--- src/rtl/mul16u_share_pkg.sv ---
`default_nettype none
// ============================================================================
// Package : mul16u_share_pkg
// Purpose : Shared constants and types for the shared 16x16 multiplier
//           arbiter and its combinational product-select core.
// Contents: MUL_W, PROD_W, APX_SHIFT, ID_W_MAX, issue_t {id, a, b, apx}
// Revision: 1.0 - initial release
// ============================================================================
package mul16u_share_pkg;

  localparam int MUL_W     = 16;
  localparam int PROD_W    = 32;
  localparam int APX_SHIFT = 24;
  // Widest requester tag (NREQ is at most 8).
  localparam int ID_W_MAX  = 3;

  typedef struct packed {
    logic [ID_W_MAX-1:0] id;
    logic [MUL_W-1:0]    a;
    logic [MUL_W-1:0]    b;
    logic                apx;
  } issue_t;

endpackage : mul16u_share_pkg
`default_nettype wire

--- src/rtl/mul16u_core_sel.sv ---
`default_nettype none
// ============================================================================
// Module  : mul16u_core_sel
// Purpose : Combinational 16x16 unsigned product with exact/approximate
//           selection. The approximate result keeps only the product of the
//           top nibbles, placed at bits [31:24]; bits [23:0] are zero.
// Ports   : a, b  (in,  16) operands
//           apx   (in,   1) 1 = approximate, 0 = exact
//           prod  (out, 32) selected product
// Revision: 1.0 - initial release
// ============================================================================
module mul16u_core_sel
  import mul16u_share_pkg::*;
(
  input  logic [MUL_W-1:0]  a,
  input  logic [MUL_W-1:0]  b,
  input  logic              apx,
  output logic [PROD_W-1:0] prod
);

  localparam int NIB_W = 4;

  logic [PROD_W-1:0]    p_exact;
  logic [2*NIB_W-1:0]   p_hi;

  assign p_exact = PROD_W'(a) * PROD_W'(b);
  // Operands widened first so the nibble product keeps all 8 bits.
  assign p_hi    = (2*NIB_W)'(a[MUL_W-1 -: NIB_W]) * (2*NIB_W)'(b[MUL_W-1 -: NIB_W]);
  assign prod    = apx ? {p_hi, {APX_SHIFT{1'b0}}} : p_exact;

endmodule : mul16u_core_sel
`default_nettype wire

--- src/rtl/mul16u_share_arbiter.sv ---
`default_nettype none
// ============================================================================
// Module  : mul16u_share_arbiter
// Purpose : Round-robin sharing of one pipelined 16x16 unsigned multiplier
//           among NREQ requesters. Results leave in issue order, tagged with
//           the requester id and the mode (exact/approximate) used.
// Ports   : clk, rst_n            clock / async active-low reset
//           req_valid/req_ready   per-requester handshake (ready one-hot)
//           req_a, req_b          16-bit operands, requester i at [16*i +: 16]
//           req_apx               per-requester mode bit
//           rsp_valid/rsp_ready   result handshake
//           rsp_id/rsp_data/rsp_apx  result tag, product and mode
//           busy                  any pipeline stage occupied
//           issue_cnt             accepted-request counter (wraps)
// Revision: 1.0 - initial release
// ============================================================================
module mul16u_share_arbiter
  import mul16u_share_pkg::*;
#(
  parameter int NREQ = 4,
  parameter int LAT  = 2,
  parameter int IDW  = 2
) (
  input  logic                  clk,
  input  logic                  rst_n,
  input  logic [NREQ-1:0]       req_valid,
  output logic [NREQ-1:0]       req_ready,
  input  logic [MUL_W*NREQ-1:0] req_a,
  input  logic [MUL_W*NREQ-1:0] req_b,
  input  logic [NREQ-1:0]       req_apx,
  output logic                  rsp_valid,
  input  logic                  rsp_ready,
  output logic [IDW-1:0]        rsp_id,
  output logic [PROD_W-1:0]     rsp_data,
  output logic                  rsp_apx,
  output logic                  busy,
  output logic [15:0]           issue_cnt
);

  logic              stall;
  logic              found;
  logic              hs;
  logic [IDW-1:0]    gnt;
  logic [IDW-1:0]    ptr;
  issue_t            issue;
  logic [PROD_W-1:0] prod_new;
  logic              unused_issue_id;

  logic              pipe_v    [LAT];
  logic [IDW-1:0]    pipe_id   [LAT];
  logic [PROD_W-1:0] pipe_data [LAT];
  logic              pipe_apx  [LAT];

  assign stall = rsp_valid & ~rsp_ready;

  // Round-robin search starting at ptr, wrapping modulo NREQ.
  always_comb begin
    int idx;
    found = 1'b0;
    gnt   = '0;
    idx   = 0;
    for (int k = 0; k < NREQ; k++) begin
      idx = int'(ptr) + k;
      if (idx >= NREQ) idx = idx - NREQ;
      if (!found && req_valid[idx[IDW-1:0]]) begin
        found = 1'b1;
        gnt   = idx[IDW-1:0];
      end
    end
  end

  // Ready is held low during reset so every output reads zero while rst_n is low.
  always_comb begin
    req_ready = '0;
    if (found && !stall && rst_n) req_ready[gnt] = 1'b1;
  end

  assign hs = |req_ready;

  assign issue.id  = ID_W_MAX'(gnt);
  assign issue.a   = req_a[MUL_W*gnt +: MUL_W];
  assign issue.b   = req_b[MUL_W*gnt +: MUL_W];
  assign issue.apx = req_apx[gnt];

  // Tag bits above IDW are always zero for this NREQ.
  assign unused_issue_id = ^issue.id;

  mul16u_core_sel u_core (
    .a    (issue.a),
    .b    (issue.b),
    .apx  (issue.apx),
    .prod (prod_new)
  );

  // Whole pipeline, pointer and counter freeze together on a stall.
  always_ff @(posedge clk or negedge rst_n) begin
    if (!rst_n) begin
      for (int s = 0; s < LAT; s++) begin
        pipe_v[s]    <= 1'b0;
        pipe_id[s]   <= '0;
        pipe_data[s] <= '0;
        pipe_apx[s]  <= 1'b0;
      end
      ptr       <= '0;
      issue_cnt <= '0;
    end else if (!stall) begin
      pipe_v[0] <= hs;
      if (hs) begin
        pipe_id[0]   <= issue.id[IDW-1:0];
        pipe_data[0] <= prod_new;
        pipe_apx[0]  <= issue.apx;
        ptr          <= (gnt == IDW'(NREQ-1)) ? '0 : gnt + 1'b1;
        issue_cnt    <= issue_cnt + 16'd1;
      end
      for (int s = 1; s < LAT; s++) begin
        pipe_v[s]    <= pipe_v[s-1];
        pipe_id[s]   <= pipe_id[s-1];
        pipe_data[s] <= pipe_data[s-1];
        pipe_apx[s]  <= pipe_apx[s-1];
      end
    end
  end

  always_comb begin
    busy = 1'b0;
    for (int s = 0; s < LAT; s++) busy = busy | pipe_v[s];
  end

  assign rsp_valid = pipe_v[LAT-1];
  assign rsp_id    = pipe_id[LAT-1];
  assign rsp_data  = pipe_data[LAT-1];
  assign rsp_apx   = pipe_apx[LAT-1];

endmodule : mul16u_share_arbiter
`default_nettype wire

--- config.mk ---
export PLATFORM = sky130hd
export DESIGN_NAME = mul16u_share_arbiter
export DESIGN_NICKNAME = d
export VERILOG_FILES = /design/src/rtl/mul16u_share_pkg.sv /design/src/rtl/mul16u_core_sel.sv /design/src/rtl/mul16u_share_arbiter.sv
export SDC_FILE = /design/constraint.sdc
export NUM_CORES = 1
export LEC_CHECK = 0
export CORE_MARGIN = 4
export CORE_UTILIZATION = 55
export CTS_CLUSTER_DIAMETER = 80
export DETAILED_ROUTE_END_ITERATION = 16
export PLACE_DENSITY = 0.8
export SYNTH_ARGS = -nofsm -noshare
export SYNTH_HDL_FRONTEND = slang
export SYNTH_SLANG_ARGS = --single-unit
--- constraint.sdc ---
create_clock -name clk -period 7.6 [get_ports clk]
set_input_delay 1.14 -clock clk [delete_from_list [all_inputs] [get_ports clk]]
set_output_delay 1.14 -clock clk [all_outputs]
set_load 0.02 [all_outputs]
==> results of run 1 <==
==> flip-flops by register name, indices dropped and copies added (netlist names) <==
| signal | count |
|---|---|
| issue_cnt | 16 |
| pipe_apx | 1 |
| pipe_data | 32 |
| pipe_id | 2 |
| pipe_v | 1 |
| ptr | 2 |
| rsp_apx | 1 |
| rsp_data | 32 |
| rsp_id | 2 |
| rsp_valid | 1 |
==> worst max-delay path by stage <==
stage | startpoint | to | cells past startpoint
detailed placement | req_valid[2] | pipe_data[62] | 30
global route | req_valid[1] | pipe_data[56] | 28
global placement | req_valid[2] | pipe_data[62] | 30
floorplan | req_valid[0] | pipe_data[63] | 27
finish | req_valid[1] | pipe_data[61] | 29
CTS | req_valid[2] | pipe_data[60] | 29
==> synthesized netlist by cell type (all sizes together), types with 3 or more instances <==
master,number,area [sq um]
nand2,272,1020
inv,251,942
fa,197,3940
nor2,128,490
ha,116,1450
dfrtp,90,2250
buf,74,521
mux2i,62,646
and2,44,275
a21oi,38,201
mux2,37,417
o21ai,34,181
xnor2,24,210
xor2,24,210
clkbuf,23,86.3
a21o,12,92.6
and3,9,62.6
o31ai,9,72.6
nand3,8,40.0
nor2b,8,50.1
a211oi,7,52.6
nand4,7,58.8
o22ai,7,50.1
a31oi,6,52.6
or2,4,25.0
nand2b,3,18.8
nor3,3,26.3
o211ai,3,22.5
o21bai,3,22.5
==> routing by layer <==
layer  vias to the layer above  share of wire  track usage
met5                         -              0            0
met4                         0          0.048       0.0936
met3                       123          0.064       0.0519
met2                       435           0.52        0.486
met1                      6014           0.37        0.353
li1                       5427              -            -
==> metrics by stage <==
stage / std cells / TNS, ns / worst slack, ns / utilization
finish: 2200 / 0 / 0.112 / 0.751
global route: 2200 / -0.854 / -0.135 / 0.751
CTS: 2184 / 0 / 0.00929 / 0.727
detailed placement: 2155 / -11.04 / -0.745 / 0.703
global placement: 2155 / -8.80 / -0.612 / 0.703
floorplan: 1533 / 0 / 0.103 / -
==> critical path, delay by kind of cell <==
kind	cells	cell delay [ns]
mux	1	0.22
buf+inv	9	1.01
simple gates	5	0.65
compound gates	6	1.19
xor+xnor	1	0.19
fa+ha+maj	7	3.27
==> area by class of cell <==
| type | count | share of cell area |
|---|---|---|
| clock buffers | 10 | 0.0130 |
| clock inverters | 6 | 0.00353 |
| inverters | 251 | 0.0511 |
| multi-input cells | 1095 | 0.573 |
| flip-flops and latches | 90 | 0.122 |
| well taps | 324 | 0.0220 |
| repair buffers | 424 | 0.215 |
==> cells by family (layout without fill, tap and decap cells) <==
group,count (synthesis),after routing,synth area share
AOI/OAI and AO/OA,140,140,0.0730
xor gates and xnor gates,48,48,0.0304
muxes,99,99,0.0768
DFF,90,90,0.163
adders and majority gates,313,313,0.390
buffers and inverters,348,691,0.112
and+or+nand+nor,495,495,0.155
==> repair_timing <==
| item | CTS | global route |
|---|---|---|
| hold endpoints to repair | 0 | 0 |
| pin swaps | 21 | 78 |
| buffers inserted | 13 | 16 |
| gates cloned | 0 | 2 |
| gates resized for setup | 54 | 121 |
| endpoints found under the setup margin | 19 | 19 |
==> results_dict.tcl, run 1 <==
set metrics [dict create \
    multi_input_area_sq_um 10600 \
    groute.usage.overall 0.280 \
    die_x_um 167 \
    antenna_found_initial 0 \
    fin_skew_ns 0.00383 \
    synth.avg_cell_area_sq_um 9.02 \
    startpoint_type "input port" \
    start_util 0.564 \
    hold_depth 2 \
    cts_buffer_depth 2 \
    syn_to_final_growth_pct 33.3 \
    hold_class "reg -> reg" \
    yosysUniqueCellTypes 74 \
    grt_max_degree 74 \
    design_area_sq_um 18400 \
    crit_type "in -> reg" \
    cts_buffers 9 \
    slew_headroom 0.231 \
    synth-seq-cells 90 \
    hpwl_um 32800 \
    slowest_delay_ns 0.55 \
    clk_latency_ns 0.33 \
    drive_gt1_frac 0.227 \
    hold_start "pipe_data[44]" \
    vias 12000 \
    drt_iter0_drc 833 \
    drc_errors 0 \
    yosysWarnings 0 \
    rows 57 \
    final_nets 2323 \
    syn_inst 1533 \
    r2r_end "pipe_data[61]" \
    required_ns 7.79 \
    cpMaxStageDelayCell "fa_1" \
    ys.flop_type "dfrtp_1" \
    r2r_slack_ns 0.53 \
    io_buffers 195 \
    worst_pin_slew_ns 1.15 \
    r2r-start "ptr[1]" \
    via_per_inst 5.45 \
    grt_first_pass_wirelength_um 62700 \
    clock-root-buffer "clkbuf_16" \
    gp_congestion 0.963 \
    finalCritPeriodShare 0.985 \
    postCtsHoldBufs 0 \
    synth_edf_count 0 \
    postRouteAntennaNets 0 \
    reg2regPathDepth 29 \
    layout_commonest_cell "nand2_1" \
    min_to "pipe_data[44]" \
    crit_fanout 8 \
    end_kind "flop" \
    dr.pass1.iters 6 \
    grt_pass1_vias 12400 \
    grt-ovfl-total 0 \
    cts_tree "built" \
    fmaxAchievable_ghz 0.134 \
    core_sq_um 24500 \
    final_cell_mix "nand2_1, inv_1, buf_4" \
    clkSinkCount 90 \
    regArea_sq_um 2250 \
    wirelength_um 41200 \
    async_flop_share 1.00 \
    ys_seq_area_frac 0.163 \
    hold_slack_ns 0.473 \
    fillerInstances 1631 \
    die_y_um 167 \
    crit_arrival_ns 7.68 \
    setup_viol 0 \
    status "finished, final reports clean" \
    synth_area_sq_um 13800 \
    die_area_sq_um 27700 \
    hold_viol_final 0 \
    post_dp_cell_area_sq_um 17200 \
    crit_top_cell "fa_1" \
    antenna_cells 0 \
    htree_levels 3 \
    cap_violations 0 \
    clk_pin_slew_ns 0.06 \
    drv_slew 0 \
    period_needed_ns 7.49 \
    syn_nets 1985 \
    boundaryPins 196 \
    wl_per_cell_um 18.7 \
]
Power of run 1 is not shown: default switching activity piles up to over one toggle a cycle in this logic, so the estimate is an artifact.
==> run 2: changes to the inputs <==
--- a/config.mk
+++ b/config.mk
@@ -5,11 +5,11 @@
 export SDC_FILE = /design/constraint.sdc
 export NUM_CORES = 1
 export LEC_CHECK = 0
-export CORE_MARGIN = 4
-export CORE_UTILIZATION = 55
+export CORE_MARGIN = 3
+export CORE_UTILIZATION = 57
 export CTS_CLUSTER_DIAMETER = 80
 export DETAILED_ROUTE_END_ITERATION = 16
-export PLACE_DENSITY = 0.8
+export PLACE_DENSITY = 0.83
 export SYNTH_ARGS = -nofsm -noshare
 export SYNTH_HDL_FRONTEND = slang
 export SYNTH_SLANG_ARGS = --single-unit
==> results_dict.tcl, run 2 (synthesis gave the netlist of run 1 again) <==
set metrics [dict create \
    crit_family "adder cells" \
    crit_fanout 8 \
    hold_viol_final 0 \
    grt_first_pass_wirelength_um 64200 \
    gp_congestion 1.02 \
    die_area_sq_um 26200 \
    final_nets 2335 \
    crit_top_cell "fa_1" \
    fmaxAchievable_ghz 0.133 \
    grt_max_degree 74 \
    cts_tree "built" \
    grt_use_met1 0.383 \
    syn_to_final_growth_pct 33.0 \
    postCtsHoldBufs 0 \
    rsz0062_at_grt "yes" \
    io_buffers 195 \
    grt-ovfl-total 0 \
    vias 12300 \
    crit_path_start "req_valid[0]" \
    worst-path-buf-inv 11 \
    rows 56 \
    wl_per_cell_um 19.3 \
    end_kind "flop" \
    start_util 0.584 \
    crit_type "in -> reg" \
    crit_arrival_ns 7.73 \
    dp_slack_ns -0.747 \
    postRouteAntennaNets 0 \
    fin_skew_ns 0.00891 \
    r2r-start "ptr[1]" \
    grt_use_met3 0.0581 \
    busiest_layer "met2" \
    status "finished, final reports clean" \
    drt_iter0_drc 1110 \
    slew_headroom 0.247 \
    grt_pass1_vias 12800 \
    finalCritPeriodShare 0.992 \
    grt_use_met2 0.554 \
    die_y_um 162 \
    layout_commonest_cell "nand2_1" \
    htree_levels 3 \
    clock-root-buffer "clkbuf_16" \
    clk_latency_ns 0.34 \
    wirelength_um 42500 \
    final_cell_mix "nand2_1, inv_1, buf_4" \
    cts_buffer_depth 2 \
    cpMaxStageDelayCell "fa_1" \
    setup_viol 0 \
    worst_pin_slew_ns 1.13 \
    via_per_inst 5.56 \
    hold_slack_ns 0.472 \
    clkSinkCount 90 \
    hold_class "reg -> reg" \
    antenna_cells 0 \
    die_x_um 162 \
    required_ns 7.79 \
    fin_ws_ns 0.0633 \
    boundaryPins 196 \
    startpoint_type "input port" \
    groute.usage.overall 0.310 \
    core_sq_um 23700 \
    hold_start "issue_cnt[15]" \
    drive_gt1_frac 0.234 \
    drc_errors 0 \
    cts_buffers 9 \
    drv_slew 0 \
    cap_violations 0 \
    antenna_found_initial 0 \
    clk_pin_slew_ns 0.06 \
    hpwl_um 33300 \
    dr.pass1.iters 6 \
    slowest_delay_ns 0.57 \
    r2r_slack_ns 0.43 \
    period_needed_ns 7.54 \
]
-- run 2: changes by cell type in the layout (fill, tap and decap cells not counted), moves of 3 or more --
cell     delta
buf_12      -8
buf_4      +15
inv_2       +6
nor2_1      +4
ha_4        -4
ha_1        +4
inv_1       -7
a21oi_1     -3
nor2_2      -4
buf_6       +6
a21oi_2     +3
-- run 2: final cells by class --
type | instances | area (sq um)
fill | 1529 | 5290
multi-input combinational | 1095 | 10500
tap | 319 | 399
clock inverter | 6 | 91.3
sequential | 90 | 2250
inverter | 251 | 945
timing repair buffer | 436 | 3960
clock buffer | 10 | 229
-- run 2: worst paths after layout --
check	endpoint	depth (start not counted)
worst max-delay path	pipe_data[53]	32
worst min-delay path	issue_cnt[15]	1
worst max register to register	pipe_data[53]	31
worst min register to register	issue_cnt[15]	1
max in group asynchronous	ptr[0]	2
min in group asynchronous	pipe_data[62]	1
-- run 2: timing repair --
action | CTS | global route
resized for setup | 41 | 140
endpoints found under the setup margin | 18 | 22
cloned | 1 | 2
pin swaps | 18 | 68
buffers inserted | 5 | 31
-- run 2: metal layers --
layer / up-vias / share of wire
met5: - / 0
met4: 0 / 0.039
met3: 134 / 0.075
met2: 555 / 0.53
met1: 6140 / 0.36
li1: 5451 / -
-- run 2: metrics by stage --
step | utilization | std cells | TNS [ns] | area, sq um
global route | 0.776 | 2207 | -1.79 | 18400
detailed placement | 0.726 | 2154 | -11.56 | 17200
global placement | 0.726 | 2154 | -8.68 | 17200
floorplan | - | 1533 | 0 | 13800
finish | 0.776 | 2207 | 0 | 18400
CTS | 0.750 | 2176 | -0.00809 | 17800
Power of run 2 is left out for the same reason.
==> run 3: changes to the inputs <==
--- a/config.mk
+++ b/config.mk
@@ -6,10 +6,11 @@
 export NUM_CORES = 1
 export LEC_CHECK = 0
 export CORE_MARGIN = 3
-export CORE_UTILIZATION = 57
+export CORE_UTILIZATION = 52
 export CTS_CLUSTER_DIAMETER = 80
 export DETAILED_ROUTE_END_ITERATION = 16
-export PLACE_DENSITY = 0.83
+export PLACE_DENSITY = 0.8
+export RECOVER_POWER = 100
 export SYNTH_ARGS = -nofsm -noshare
 export SYNTH_HDL_FRONTEND = slang
 export SYNTH_SLANG_ARGS = --single-unit
==> constraint.sdc (replaced) <==
create_clock -name clk -period 6.35 [get_ports clk]
set_input_delay 0.9525 -clock clk [delete_from_list [all_inputs] [get_ports clk]]
set_output_delay 0.9525 -clock clk [all_outputs]
set_load 0.02 [all_outputs]
==> results_dict.tcl, run 3 (synthesis gave the netlist of run 1 again) <==
set metrics [dict create \
    status "finished with violations" \
    violations "capacitance limit, slew limit, setup timing" \
    die_area_sq_um 28600 \
    utilization 0.733 \
    start_util 0.529 \
    layout_commonest_cell "nand2_1" \
    hold_class "reg -> reg" \
    clk_latency_ns 0.34 \
    crit_top_cell "fa_1" \
    rsz0062_at_grt "yes" \
    postCtsHoldBufs 0 \
    crit_arrival_ns 7.42 \
    wirelength_um 42200 \
    setup_viol 24 \
    cap_violations 3 \
    clock-root-buffer "clkbuf_16" \
    fin_skew_ns 0.00729 \
    clkSinkCount 90 \
    antenna_found_initial 0 \
    antenna_cells 0 \
    end_kind "flop" \
    die_x_um 169 \
    grt_pass1_vias 13100 \
    grt_max_degree 57 \
    syn_to_final_growth_pct 38.5 \
    die_y_um 169 \
    io_buffers 195 \
    fin_ws_ns -0.879 \
    crit_fanout 5 \
    dr.pass1.iters 7 \
    clk_pin_slew_ns 0.07 \
    cts_tree "built" \
    grt_use_met2 0.520 \
    finalCritPeriodShare 1.14 \
    grt_use_met3 0.0516 \
    core_sq_um 26100 \
    rows 59 \
    busiest_layer "met2" \
    wl_per_cell_um 18.8 \
    period_needed_ns 7.23 \
    via_per_inst 5.51 \
    drv_slew 134 \
    final_nets 2357 \
    cts_buffers 9 \
    final_cell_mix "nand2_1, inv_1, buf_4" \
    hold_viol_final 0 \
    slowest_delay_ns 0.56 \
    grt-ovfl-total 0 \
    htree_levels 3 \
    postRouteAntennaNets 0 \
    groute.usage.overall 0.290 \
    gp_congestion 0.943 \
    grt_use_met1 0.347 \
    drt_iter0_drc 990 \
    worst_pin_slew_ns 3.41 \
    grt_first_pass_wirelength_um 65500 \
    boundaryPins 196 \
    crit_type "in -> reg" \
    slew_headroom -1.28 \
    startpoint_type "input port" \
    vias 12400 \
    fmaxAchievable_ghz 0.138 \
    cpMaxStageDelayCell "fa_1" \
    drc_errors 0 \
    drive_gt1_frac 0.269 \
    cts_buffer_depth 2 \
    required_ns 6.54 \
    hpwl_um 32500 \
]
-- run 3: cell types whose count changed in the layout (fill, tap and decap cells not counted), sizes merged --
cell,previous run,this run
clkinvlp,3,1
clkinv,1,2
clkbuf,14,12
clkdlybuf4s50,190,136
inv,251,253
dlygate4sd3,0,54
buf,242,265
-- run 3: routing by layer --
metal	part of all wire	wire length, um
met1	0.36	15200
met2	0.53	22300
met3	0.066	2780
met4	0.046	1930
met5	0	0
-- run 3: layout make-up --
type,count,area (sq um)
fill,1746,6980
clock inverter,7,98.8
timing repair buffer,458,4330
tap,335,419
multi-input combinational,1095,10900
clock buffer,9,225
inverter,251,947
sequential,90,2250
-- run 3: path summary, 6_finish.rpt --
check | start | to | slack [ns] | cells after the start
worst max-delay path | req_valid[1] | pipe_data[60] | -0.88 | 28
worst min-delay path | pipe_data[41] | pipe_data[41] | 0.47 | 2
worst max register to register | ptr[1] | pipe_data[60] | -0.69 | 28
worst min register to register | pipe_data[41] | pipe_data[41] | 0.47 | 2
max in group asynchronous | rst_n | rsp_data[7] | 1.52 | 2
min in group asynchronous | rst_n | rsp_data[25] | 1.16 | 1
-- run 3: repair_timing --
action / 4_1_cts / 5_1_grt
setup endpoints to repair: 25 / 24
resized for setup: 159 / 55
endpoints found under the hold margin: 0 / 0
cloned: 5 / 0
pin swaps: 90 / 58
setup buffers: 32 / 18
-- run 3: per-stage QoR --
stage	instance area (sq um)	TNS [ns]	hold WS, ns	worst slack [ns]	cells
floorplan	14200	-8.21	0.439	-0.599	1533
global placement	17700	-30.73	0.455	-1.46	2182
detailed placement	17700	-34.42	0.463	-1.64	2182
CTS	19000	-13.67	0.478	-0.751	2233
global route	19100	-22.43	0.504	-1.08	2245
finish	19100	-15.83	0.471	-0.879	2245
-- run 3: worst max-delay path, delay by kind of cell --
kind            cells  cell delay (ns)
buf+inv             8             0.77
mux                 1             0.31
simple gates        4             0.55
xor+xnor            1             0.17
compound gates      7             1.31
fa+ha+maj           7             3.34
Power of run 3 is left out for the same reason.
